### config.mk
export PLATFORM = sky130hd
export DESIGN_NAME = uart_tx
export DESIGN_NICKNAME = d
export VERILOG_FILES = /design/src/rtl/uart_pkg.sv /design/src/rtl/uart_baud_tick.sv /design/src/rtl/uart_tx.sv
export SDC_FILE = /design/constraint.sdc
export NUM_CORES = 1
export LEC_CHECK = 0
export BUFFER_PORTS_ARGS = -buffer_cell sky130_fd_sc_hd__buf_2
export CELL_PAD_IN_SITES_DETAIL_PLACEMENT = 1
export CELL_PAD_IN_SITES_GLOBAL_PLACEMENT = 1
export CORE_ASPECT_RATIO = 1.75
export CORE_MARGIN = 4
export CORE_UTILIZATION = 44
export CTS_CLUSTER_SIZE = 28
export DETAILED_ROUTE_END_ITERATION = 16
export GPL_ROUTABILITY_DRIVEN = 0
export PLACE_DENSITY = 0.85
export RECOVER_POWER = 25
export SYNTH_ARGS = -nofsm -noshare
export SYNTH_HDL_FRONTEND = slang
export SYNTH_SLANG_ARGS = --single-unit
### constraint.sdc
create_clock -name i_clk -period 2.9 [get_ports i_clk]
set_clock_uncertainty 0.15 [all_clocks]
set_input_delay 0.145 -clock i_clk [delete_from_list [all_inputs] [get_ports i_clk]]
set_output_delay 0.145 -clock i_clk [all_outputs]
set_load 0.01 [all_outputs]
### src/rtl/uart_pkg.sv
// Shared UART definitions: parity selectors, transmitter
// state encoding and the bit-period formula shared with uart_rx.
package uart_pkg;

  localparam int EVEN_PAR = 0;
  localparam int ODD_PAR  = 1;

  typedef enum logic [2:0] {
    TX_IDLE   = 3'd0,
    TX_START  = 3'd1,
    TX_DATA   = 3'd2,
    TX_PARITY = 3'd3,
    TX_STOP   = 3'd4
  } uart_tx_state_t;

  // Integer division first, so tx and rx land on the same
  // whole number of clocks per bit.
  function automatic int bit_clks(
    input int clk,
    input int baud,
    input int os
  );
    return os * (clk / (baud * os));
  endfunction

endpackage

### src/rtl/uart_baud_tick.sv
// Bit-period counter: counts 0..BIT_CLKS-1 and wraps.
// Ports: clk, rst (sync, high), clr (hold at 0), tick (wrap cycle).
module uart_baud_tick #(
  parameter int BIT_CLKS = 32
) (
  input  logic clk,
  input  logic rst,
  input  logic clr,
  output logic tick
);

  localparam int W =
    (BIT_CLKS > 2) ? $clog2(BIT_CLKS) : 1;
  localparam logic [W-1:0] LAST = W'(BIT_CLKS - 1);

  logic [W-1:0] cnt;

  assign tick = (cnt == LAST);

  always_ff @(posedge clk) begin
    if (rst || clr) begin
      cnt <= '0;
    end else if (tick) begin
      cnt <= '0;
    end else begin
      cnt <= cnt + 1'b1;
    end
  end

endmodule

### src/rtl/uart_tx.sv
// UART transmitter: start, LSB-first data, optional parity, stop.
// Ports: i_clk, i_rst (sync, high), i_tx_byte/i_tx_byte_valid in;
// o_tx_ready, o_tx (idle high), o_tx_busy out; all registered.
module uart_tx
  import uart_pkg::*;
#(
  parameter int CLK_FREQ_MHZ    = 100_000_000,
  parameter int BAUD_RATE       = 3_000_000,
  parameter int OVERSAMPLE_RATE = 16,
  parameter int NUM_DATA_BITS   = 8,
  parameter int PARITY_ON       = 1,
  parameter int PARITY_EO       = 1,
  parameter int NUM_STOP_BITS   = 1
) (
  input  logic                     i_clk,
  input  logic                     i_rst,
  input  logic [NUM_DATA_BITS-1:0] i_tx_byte,
  input  logic                     i_tx_byte_valid,
  output logic                     o_tx_ready,
  output logic                     o_tx,
  output logic                     o_tx_busy
);

  localparam int BIT_CLKS =
    bit_clks(CLK_FREQ_MHZ, BAUD_RATE, OVERSAMPLE_RATE);

  localparam logic [2:0] IDLE   = TX_IDLE;
  localparam logic [2:0] START  = TX_START;
  localparam logic [2:0] DATA   = TX_DATA;
  localparam logic [2:0] PARITY = TX_PARITY;
  localparam logic [2:0] STOP   = TX_STOP;

  localparam logic [3:0] DATA_LAST = 4'(NUM_DATA_BITS - 1);
  localparam logic [3:0] STOP_LAST = 4'(NUM_STOP_BITS - 1);

  generate
    if (NUM_DATA_BITS < 5 || NUM_DATA_BITS > 9) begin : g_bad_nb
      $error("uart_tx: NUM_DATA_BITS must be 5..9");
    end
    if (NUM_STOP_BITS < 1 || NUM_STOP_BITS > 2) begin : g_bad_ns
      $error("uart_tx: NUM_STOP_BITS must be 1..2");
    end
    if (BIT_CLKS < 2) begin : g_bad_bc
      $error("uart_tx: BIT_CLKS must be at least 2");
    end
  endgenerate

  logic [2:0]               state;
  logic [NUM_DATA_BITS-1:0] shreg;
  logic                     par;
  logic [3:0]               idx;
  logic                     tick;
  logic                     clr;

  // Timer is held at zero while idle so every frame starts
  // a full bit period from the accept edge.
  assign clr = (state == IDLE);

  uart_baud_tick #(
    .BIT_CLKS(BIT_CLKS)
  ) u_tick (
    .clk (i_clk),
    .rst (i_rst),
    .clr (clr),
    .tick(tick)
  );

  always_ff @(posedge i_clk) begin
    if (i_rst) begin
      state      <= IDLE;
      o_tx       <= 1'b1;
      o_tx_ready <= 1'b0;
      o_tx_busy  <= 1'b0;
      shreg      <= '0;
      par        <= 1'b0;
      idx        <= '0;
    end else begin
      case (state)
        IDLE: begin
          if (o_tx_ready && i_tx_byte_valid) begin
            state      <= START;
            shreg      <= i_tx_byte;
            par        <= (PARITY_EO == ODD_PAR) ?
                          ~^i_tx_byte : ^i_tx_byte;
            o_tx       <= 1'b0;
            o_tx_ready <= 1'b0;
            o_tx_busy  <= 1'b1;
            idx        <= '0;
          end else begin
            o_tx       <= 1'b1;
            o_tx_ready <= 1'b1;
            o_tx_busy  <= 1'b0;
          end
        end
        START: begin
          if (tick) begin
            state <= DATA;
            o_tx  <= shreg[0];
            shreg <= shreg >> 1;
            idx   <= '0;
          end
        end
        DATA: begin
          if (tick) begin
            if (idx == DATA_LAST) begin
              idx <= '0;
              if (PARITY_ON != 0) begin
                state <= PARITY;
                o_tx  <= par;
              end else begin
                state <= STOP;
                o_tx  <= 1'b1;
              end
            end else begin
              idx   <= idx + 1'b1;
              o_tx  <= shreg[0];
              shreg <= shreg >> 1;
            end
          end
        end
        PARITY: begin
          if (tick) begin
            state <= STOP;
            o_tx  <= 1'b1;
            idx   <= '0;
          end
        end
        STOP: begin
          if (tick) begin
            if (idx == STOP_LAST) begin
              state      <= IDLE;
              o_tx_busy  <= 1'b0;
              o_tx_ready <= 1'b1;
              idx        <= '0;
            end else begin
              idx <= idx + 1'b1;
            end
          end
        end
        default: begin
          state      <= IDLE;
          o_tx       <= 1'b1;
          o_tx_ready <= 1'b0;
          o_tx_busy  <= 1'b0;
          shreg      <= '0;
          par        <= 1'b0;
          idx        <= '0;
        end
      endcase
    end
  end

endmodule

==> results of run 1 <==
state kept, by name, indices dropped and copies added (netlist names):
| register | flops |
|---|---|
| idx | 4 |
| o_tx | 1 |
| o_tx_busy | 1 |
| o_tx_ready | 1 |
| par | 1 |
| shreg | 8 |
| state | 3 |
| u_tick.cnt | 5 |
layout by cell type, fill, tap and decap left out, types with 4 or more instances in the layout:
master	instances
o2bb2ai_1	6
nor2_1	9
nand3_1	6
dfxtp_1	24
nand2_1	27
buf_2	10
xnor2_1	7
ha_1	4
a21oi_1	9
clkbuf_8	4
xor2_1	4
mux2i_1	14
o21ai_0	4
nor3_1	4
inv_1	5
cell type report:
| cell class | instances | area share |
|---|---|---|
| well taps | 43 | 0.0334 |
| multi-input cells | 133 | 0.570 |
| flip-flops and latches | 24 | 0.298 |
| clock buffers | 4 | 0.0342 |
| repair buffers | 16 | 0.0521 |
| inverters | 5 | 0.0117 |
routing by layer:
layer,share of wire,vias up
li1,-,633
met1,0.38,652
met2,0.58,19
met5,0,-
met4,0.018,0
met3,0.023,9
power by group:
part,internal [mW],switching (mW)
clock,0.121,0.106
combinational,0.119,0.131
sequential,0.361,0.0579
total,0.601,0.295
logic make-up after synthesis:
| logic type | Yosys count | synth area share |
|---|---|---|
| fa+ha+maj | 4 | 0.0338 |
| compound gates | 35 | 0.175 |
| flops | 24 | 0.324 |
| buf+inv | 17 | 0.0565 |
| xor+xnor | 11 | 0.0650 |
| simple gates | 69 | 0.251 |
| mux | 14 | 0.0945 |
final timing paths:
path / startpoint / endpoint / cells past startpoint
max: u_tick.cnt[0]$_SDFF_PP0_ / idx[2]$_SDFFE_PP0P_ / 7
min: i_tx_byte[7] / shreg[7]$_SDFFE_PP0P_ / 3
max reg2reg: u_tick.cnt[0]$_SDFF_PP0_ / idx[2]$_SDFFE_PP0P_ / 7
min reg2reg: u_tick.cnt[0]$_SDFF_PP0_ / u_tick.cnt[0]$_SDFF_PP0_ / 1
worst min-delay path: stages:
cell     delay, ps
buf_2          120
nand3_1         60
mux2i_1         70
synth_stat cells (3+ instances only):
cell | instances | area share
inv_1 | 5 | 0.013
clkbuf_1 | 6 | 0.015
xnor2_1 | 7 | 0.041
dfxtp_1 | 24 | 0.32
mux2i_1 | 14 | 0.095
ha_1 | 4 | 0.034
nor2_1 | 9 | 0.023
o21ai_0 | 4 | 0.014
nand3_1 | 6 | 0.020
xor2_1 | 4 | 0.024
nor3_1 | 4 | 0.014
a21oi_1 | 9 | 0.030
nand2_1 | 27 | 0.068
nand3b_1 | 3 | 0.015
buf_2 | 4 | 0.014
o2bb2ai_1 | 6 | 0.035
nand2b_1 | 3 | 0.013
through the flow:
step | power [mW] | hold slack (ps) | std cells
6_report | 0.895 | 16.8 | 225
5_1_grt | 0.949 | 22.0 | 225
4_1_cts | 0.904 | 10.8 | 225
3_5_place_dp | 0.675 | 311 | 221
3_3_place_gp | 0.660 | 280 | 221
2_1_floorplan | 0.616 | 146 | 174
==> results.txt, run 1 <==
Outcome: finished, final reports clean
Critical path's top delay family: compound AO/OA/AOI/OAI gates
Global route hottest layer: met2
Syn_nets: 189
Antenna violations before repair: 0
Vias after detailed routing: 1313
Syn Area/Cell: 8.52 um^2
Die area: 0.00440 mm^2
Slew Limit Fails: 0
PwrDens: 556 mW/mm^2
Via density: 5.84
CP Cell Sequence: ha_1, and3_1, ha_1, o21ai_0, a31o_1, or4b_1, a31oi_1
Final Cycle Share: 0.865
CP most frequent cell: ha_1
TritonCTS clock tree: yes
Vias in the first global route: 1449
P_leak: 0.619 nW
Register area: 480 um^2
Yosys reg bits: 24
Grt met3 use: 0.0284
Worst-path fanout max: 11
Max incr delay on CP: 540 ps
CP Capture Type: register
CTS Buf Count: 3
Setup TNS: 0 ps
Worst slew pin tran: 810 ps
Slowest stage cell, crit path: or4b_1
Largest net degree at the start of global routing: 22
ANT cells: 0
Antenna-violating nets left: 0
Synth Instances: 174
Syn. warnings: 0
Sequential area share after synthesis: 0.324
Hold Path Class: primary input to register
Die width: 51.9 um
Startpoint Class: register
Top_reg_cell synth: dfxtp_1
Unrepaired setup endpoints after global routing: no
Core Region: 0.00321 mm^2
Fin crit period: 2510 ps
Tot GR Track Use: 0.189
Row count: 27
Crit Path Category: register to register
Final hold violations: 0
DRC: 0
DP HPWL: 2.85 mm
DR pass1 iterations: 4
Clock slew at reported path FFs: 80 ps
Unique masters post-synth: 45
Final WS setup: 392 ps
Final wirelength: 3.73 mm
Grt ovf: 0
Crit path buffers/inverters: 0
Clk_lat worst skew: 270 ps
Global-route wire length before repair: 6.52 mm
Wire per inst: 16.6 um
Post-synth EDFFs: 0
Root buffer cell: clkbuf_8
PortBufs: 13
Crit path DAT: 2560 ps
Finish-stage setup viols: 0
Mapped Area: 0.00148 mm^2
Fill cell total of the finished layout: 389
Max cap viols: 0
Met1 usage: 0.192
Clock sink total: 24
Hold buffers post-CTS: 0
Slew margin rel.: 0.459
Final Cell Area: 0.00161 mm^2
Post-placement setup slack: 376 ps
Flop2flop setup slack: 390 ps
Ys async rst share: 0
Final cell utilization of the core: 0.502
Postcts setup bufs: 0
Max Root-Sink Buffers: 2
# resized after CTS: 0
Io pins: 14
Max Clock Freq: 399 MHz
Area of the multi-input gates: 918 um^2
Area after DPL: 0.00156 mm^2
Starting Density: 0.462
Area delta synth->final: 8.61%
Peak supply drop: 289 uV
Die H: 84.8 um
GR Layer Usage met2: 0.362
Share of cells above drive strength 1: 0.115
CP required: 2950 ps
H-tree depth: 1
Layout Nets: 198
Iter 0 DRT Violations: 15
No activity file was read; power rests on OpenSTA's default activity.
==> inputs of run 2 (changes only) <==
clock period = 2.35 ns   (was 2.9 ns; I/O delays follow)
==> run 2 against run 1 <==
Clock power increased by 62%. Global-route usage up 1.4 points. Cell count increased by 3.1%. Via count grew 4.6%. Maximum frequency increased by 12%. Critical path depth did not move. Critical endpoint unchanged.
==> results.txt, run 2 (synthesized netlist as in run 1, its figures left out) <==
Outcome: finished, final reports clean
Flop2flop setup slack: 110 ps (-280 ps)
H-tree depth: 1 (unchanged)
Peak supply drop: 402 uV (+39%)
Die width: 51.9 um (unchanged)
Critical path's top delay family: simple AND/OR/NAND/NOR gates
Postcts setup bufs: 0 (unchanged)
Share of cells above drive strength 1: 0.148 (+0.0328)
Slowest stage cell, crit path: or4b_1
Clock slew at reported path FFs: 90 ps (about the same)
Setup TNS: 0 ps (unchanged)
Max cap viols: 0 (unchanged)
Crit Path Category: register to register
Grt ovf: 0 (unchanged)
CP Cell Sequence: ha_1, and3_1, ha_2, o21ai_0, a31o_1, or4b_1, a31oi_1
Register area: 482 um^2 (+0.26%)
Vias in the first global route: 1488 (+2.7%)
Final hold violations: 0 (unchanged)
Largest regs: shreg x8, u_tick.cnt x5, idx x4
Switching portion of total power: 0.315 (-0.0139)
Io pins: 14 (unchanged)
Clock network fraction of design power: 0.301 (+0.047)
Largest net degree at the start of global routing: 15 (-32%)
P_leak: 0.653 nW (+5.5%)
Startpoint Class: register
Crit path DAT: 2290 ps (-270 ps)
Area delta synth->final: 13.4%
Slew Limit Fails: 0 (unchanged)
Worst slew pin tran: 592 ps (-219 ps)
DRC: 0 (unchanged)
Worst hold stages: 2 (-1)
TritonCTS clock tree: yes
P_sw: 0.385 mW (+31%)
Die area: 0.00440 mm^2 (unchanged)
Root buffer cell: clkbuf_8
Combinational share of power: 0.292 (+0.014)
PortBufs: 13 (unchanged)
Via density: 5.92 (+1.5%)
Fin crit period: 2240 ps (-273 ps)
CP required: 2400 ps (-550 ps)
Most frequent cells in the layout: nand2_1, dfxtp_1, mux2i_1
Fill cell total of the finished layout: 398 (+2.3%)
CTS Buf Count: 3 (unchanged)
CP Capture Type: register
Slew margin rel.: 0.604 (+0.145)
Part of the power in registers: 0.407 (-0.061)
Wire per inst: 17.5 um (+5.3%)
Tot GR Track Use: 0.203 (+0.0144)
Max Clock Freq: 447 MHz (+12%)
Antenna violations before repair: 0 (unchanged)
Largest Register: shreg
Final wirelength: 4.05 mm (+8.6%)
Hold Path Class: primary input to register
Starting Density: 0.462 (unchanged)
Worst Hold Launch: i_rst
PwrDens: 727 mW/mm^2 (+31%)
Number of flip-flops under the largest register name: 8 (unchanged)
Final Cycle Share: 0.951 (+0.0862)
Antenna-violating nets left: 0 (unchanged)
DR pass1 iterations: 4 (unchanged)
Worst r2r dst: idx[2]$_SDFFE_PP0P_
Vias after detailed routing: 1374 (+4.6%)
DP HPWL: 3.01 mm (+5.5%)
Final cell utilization of the core: 0.524 (+0.0222)
Crit path buffers/inverters: 0 (unchanged)
Clk_lat worst skew: 260 ps (about the same)
Iter 0 DRT Violations: 24 (+9)
Commonest non-fill, non-tap cell in the layout: nand2_1
R2R depth: 7 (unchanged)
Min-Delay Endpoint: idx[0]$_SDFFE_PP0P_
Global-route wire length before repair: 6.93 mm (+6.2%)
Post-placement setup slack: 94.6 ps (-281 ps)
ANT cells: 0 (unchanged)
Worst reg2reg startpoint: u_tick.cnt[1]$_SDFF_PP0_
P_int: 0.837 mW (+39%)
Worst-path fanout max: 6 (-5)
Clock sink total: 24 (unchanged)
Max Root-Sink Buffers: 2 (unchanged)
Final WS setup: 115 ps (-277 ps)
Layout Nets: 205 (+3.5%)
Max incr delay on CP: 500 ps (-40 ps)
Area of the multi-input gates: 921 um^2 (+0.27%)
Row count: 27 (unchanged)
Unrepaired setup endpoints after global routing: no
Finish-stage setup viols: 0 (unchanged)
Die H: 84.8 um (unchanged)
Core Region: 0.00321 mm^2 (unchanged)
run 2: cell types whose count changed in the layout (fill, tap and decap cells not counted):
cell and delta:
buf_4 +5, bufinv_16 +1, clkbuf_1 +1, clkbuf_8 -1
dfxtp_1 -1, dfxtp_2 +1, dlygate4sd3_1 +1, ha_1 -1
ha_2 +1
run 2: layout make-up:
cell class	count	area share
clock inverters	1	0.0179
repair buffers	23	0.0804
clock buffers	3	0.0246
inverters	5	0.0112
flip-flops and latches	24	0.286
multi-input cells	133	0.548
well taps	43	0.0320
run 2: what timing repair did:
item                                    4_1_cts  5_1_grt
endpoints found under the setup margin        0        5
resized for setup                             0        2
hold buffers                                  1        0
endpoints found under the hold margin         1        0
run 2: per-layer routing:
layer | routed length (um) | track usage
met1 | 1510 | 0.207
met2 | 2440 | 0.411
met3 | 74 | 0.0160
met4 | 27 | 0.0501
met5 | 0 | 0
run 2: worst max-delay path by stage:
stage / start / endpoint / slack, ps / cells past startpoint
2_1_floorplan: u_tick.cnt[0]$_SDFF_PP0_ / state[0]$_SDFFE_PP0P_ / 160 / 9
3_3_place_gp: u_tick.cnt[0]$_SDFF_PP0_ / idx[2]$_SDFFE_PP0P_ / 210 / 7
3_5_place_dp: u_tick.cnt[0]$_SDFF_PP0_ / idx[2]$_SDFFE_PP0P_ / 90 / 7
4_1_cts: u_tick.cnt[0]$_SDFF_PP0_ / idx[2]$_SDFFE_PP0P_ / 30 / 7
5_1_grt: u_tick.cnt[1]$_SDFF_PP0_ / idx[2]$_SDFFE_PP0P_ / 6 / 7
6_report: u_tick.cnt[1]$_SDFF_PP0_ / idx[2]$_SDFFE_PP0P_ / 110 / 7
run 2: power groups by stage:
stage               clock, mW  sequential (mW)  combinational (mW)
floorplan                   0            0.482               0.278
global placement            0            0.498               0.339
detailed placement          0            0.502               0.356
CTS                     0.371            0.495               0.363
global route            0.394            0.504               0.396
finish                  0.368            0.498               0.357
run 2: stage by stage:
| step | instance area [um^2] | total power [mW] | hold slack [ps] | std cells |
|---|---|---|---|---|
| after floorplan | 1480 | 0.760 | 118 | 174 |
| after global placement | 1600 | 0.838 | 269 | 227 |
| after detailed placement | 1600 | 0.858 | 276 | 227 |
| after CTS | 1690 | 1.23 | 55.8 | 232 |
| after global routing | 1680 | 1.29 | 81.9 | 232 |
| final | 1680 | 1.22 | 57.5 | 232 |
==> inputs of run 3 (changes only) <==
CAP_MARGIN = 0   (was not set)
CELL_PAD_IN_SITES_DETAIL_PLACEMENT = not set   (was 1)
CELL_PAD_IN_SITES_GLOBAL_PLACEMENT = not set   (was 1)
CORE_UTILIZATION = 55   (was 44)
PLACE_DENSITY = 0.82   (was 0.85)
==> run 3 against run 2 <==
Combinational power hardly changed. Clock power is 23% lower. Count of clock-buffer cells in the layout is 1 higher. Sequential cell count stayed put.
==> results.txt, run 3 (synthesized netlist as in run 1, its figures left out) <==
Startpoint Class: register
Final Instance Count excl. Fillers: 214 (-7.8%)
Largest Register: shreg
DP HPWL: 2.56 mm (-15%)
Core Region: 0.00255 mm^2 (-20%)
Finish-stage setup viols: 0 (unchanged)
Number of flip-flops under the largest register name: 8 (unchanged)
Postcts setup bufs: 0 (unchanged)
Wire per inst: 16.1 um (-7.7%)
Slew Limit Fails: 0 (unchanged)
P_leak: 0.636 nW (-2.6%)
PortBufs: 13 (unchanged)
Hold Path Class: primary input to register
Tot GR Track Use: 0.215 (+0.0119)
CP Capture Type: register
ANT cells: 0 (unchanged)
Crit Path Category: register to register
Die H: 76.7 um (-9.6%)
P_int: 0.759 mW (-9.3%)
Root buffer cell: clkbuf_8
Area delta synth->final: 10.0%
Max Root-Sink Buffers: 2 (unchanged)
Die area: 0.00362 mm^2 (-18%)
Global-route wire length before repair: 5.93 mm (-14%)
P_sw: 0.365 mW (-5.4%)
Largest net degree at the start of global routing: 16 (+1)
Worst slew pin tran: 602 ps (+10.1 ps)
Final Cycle Share: 0.925 (-0.0262)
Part of the power in registers: 0.433 (+0.026)
Vias in the first global route: 1335 (-10%)
PwrDens: 689 mW/mm^2 (-5.2%)
H-tree depth: 1 (unchanged)
Starting Density: 0.581 (+0.119)
Slew margin rel.: 0.597 (-0.00699)
Placed cells: 209 (-7.9%)
TritonCTS clock tree: yes
Commonest non-fill, non-tap cell in the layout: nand2_1
Final wirelength: 3.45 mm (-15%)
Slowest stage cell, crit path: or4b_1
Switching portion of total power: 0.325 (+0.00923)
Max incr delay on CP: 500 ps (about the same)
Crit path DAT: 2220 ps (-70 ps)
Unrepaired setup endpoints after global routing: no
Setup TNS: 0 ps (unchanged)
Worst-path fanout max: 5 (-1)
Row count: 24 (-11%)
Antenna violations before repair: 0 (unchanged)
Largest regs: shreg x8, u_tick.cnt x5, idx x4
Peak supply drop: 486 uV (+21%)
CP Cell Sequence: ha_1, and3_1, ha_2, o21ai_0, a31o_1, or4b_1, a31oi_1
Vias after detailed routing: 1343 (-2.3%)
Crit path buffers/inverters: 0 (unchanged)
Via density: 6.28 (+6.0%)
DRC: 0 (unchanged)
Max Clock Freq: 460 MHz (+2.8%)
Io pins: 14 (unchanged)
Iter 0 DRT Violations: 61 (+150%)
Fill cell total of the finished layout: 210 (-47%)
Max cap viols: 0 (unchanged)
Critical path's top delay family: simple AND/OR/NAND/NOR gates
Layout Nets: 204 (-0.49%)
Final cell utilization of the core: 0.639 (+0.115)
Combinational share of power: 0.316 (+0.024)
Outcome: finished, final reports clean
DR pass1 iterations: 4 (unchanged)
Clk_lat worst skew: 270 ps (about the same)
Worst hold slack: 29.6 ps (-27.9 ps)
Fin crit period: 2170 ps (-61.5 ps)
Die width: 47.3 um (-8.9%)
Final hold violations: 0 (unchanged)
CTS Buf Count: 3 (unchanged)
Share of cells above drive strength 1: 0.133 (-0.0152)
Clock network fraction of design power: 0.251 (-0.050)
Power Total: 1.12 mW (-8.1%)
CP required: 2400 ps (about the same)
Clock slew at reported path FFs: 80 ps (about the same)
Most frequent cells in the layout: nand2_1, dfxtp_1, mux2i_1
Grt ovf: 0 (unchanged)
Antenna-violating nets left: 0 (unchanged)
Clock sink total: 24 (unchanged)
## run 3: metal layers
layer  track usage  up-vias  wire (um)
li1              -      652          -
met1         0.237      639       1290
met2         0.370       39       1890
met3        0.0328       13        129
met4         0.102        0        140
met5             0        -          0
## run 3: path summary, 6_finish.rpt
kind	startpoint	slack (ps)	endpoint	cells past startpoint
worst max-delay path	u_tick.cnt[0]$_SDFF_PP0_	180	idx[2]$_SDFFE_PP0P_	7
worst min-delay path	i_tx_byte_valid	30	par$_SDFFE_PP0P_	3
worst max register to register	u_tick.cnt[0]$_SDFF_PP0_	180	idx[2]$_SDFFE_PP0P_	7
worst min register to register	u_tick.cnt[0]$_SDFF_PP0_	300	u_tick.cnt[0]$_SDFF_PP0_	1
## run 3: layout make-up
type | instances | area, um^2 | area share
multi-input cells | 133 | 921 | 0.564
flip-flops and latches | 24 | 480 | 0.294
repair buffers | 22 | 124 | 0.0759
clock buffers | 4 | 55.1 | 0.0337
well taps | 26 | 32.5 | 0.0199
inverters | 5 | 18.8 | 0.0115
## run 3: power groups by stage
stage	clock, mW	combinational, mW	sequential, mW
3_3_place_gp	0	0.335	0.492
6_report	0.282	0.355	0.486
3_5_place_dp	0	0.352	0.495
2_1_floorplan	0	0.278	0.482
5_1_grt	0.309	0.387	0.493
4_1_cts	0.288	0.357	0.485
## run 3: worst reg2reg max path: stages, from the launching register on
cell	delay (ps)
dfxtp_1	360
ha_1	180
and3_1	160
ha_2	200
o21ai_0	130
a31o_1	290
or4b_1	500
a31oi_1	160
## run 3: through the flow
step                      worst slack, ps  instance area (um^2)
after floorplan                       156                  1480
after global placement                237                  1580
after detailed placement              171                  1580
after CTS                             148                  1640
after global routing                 12.2                  1630
final                                 176                  1630
## run 3: what timing repair did
item	in CTS	in global routing
setup endpoints to repair	0	2
hold endpoints to repair	1	0
resized for setup	0	1
hold buffers	1	0
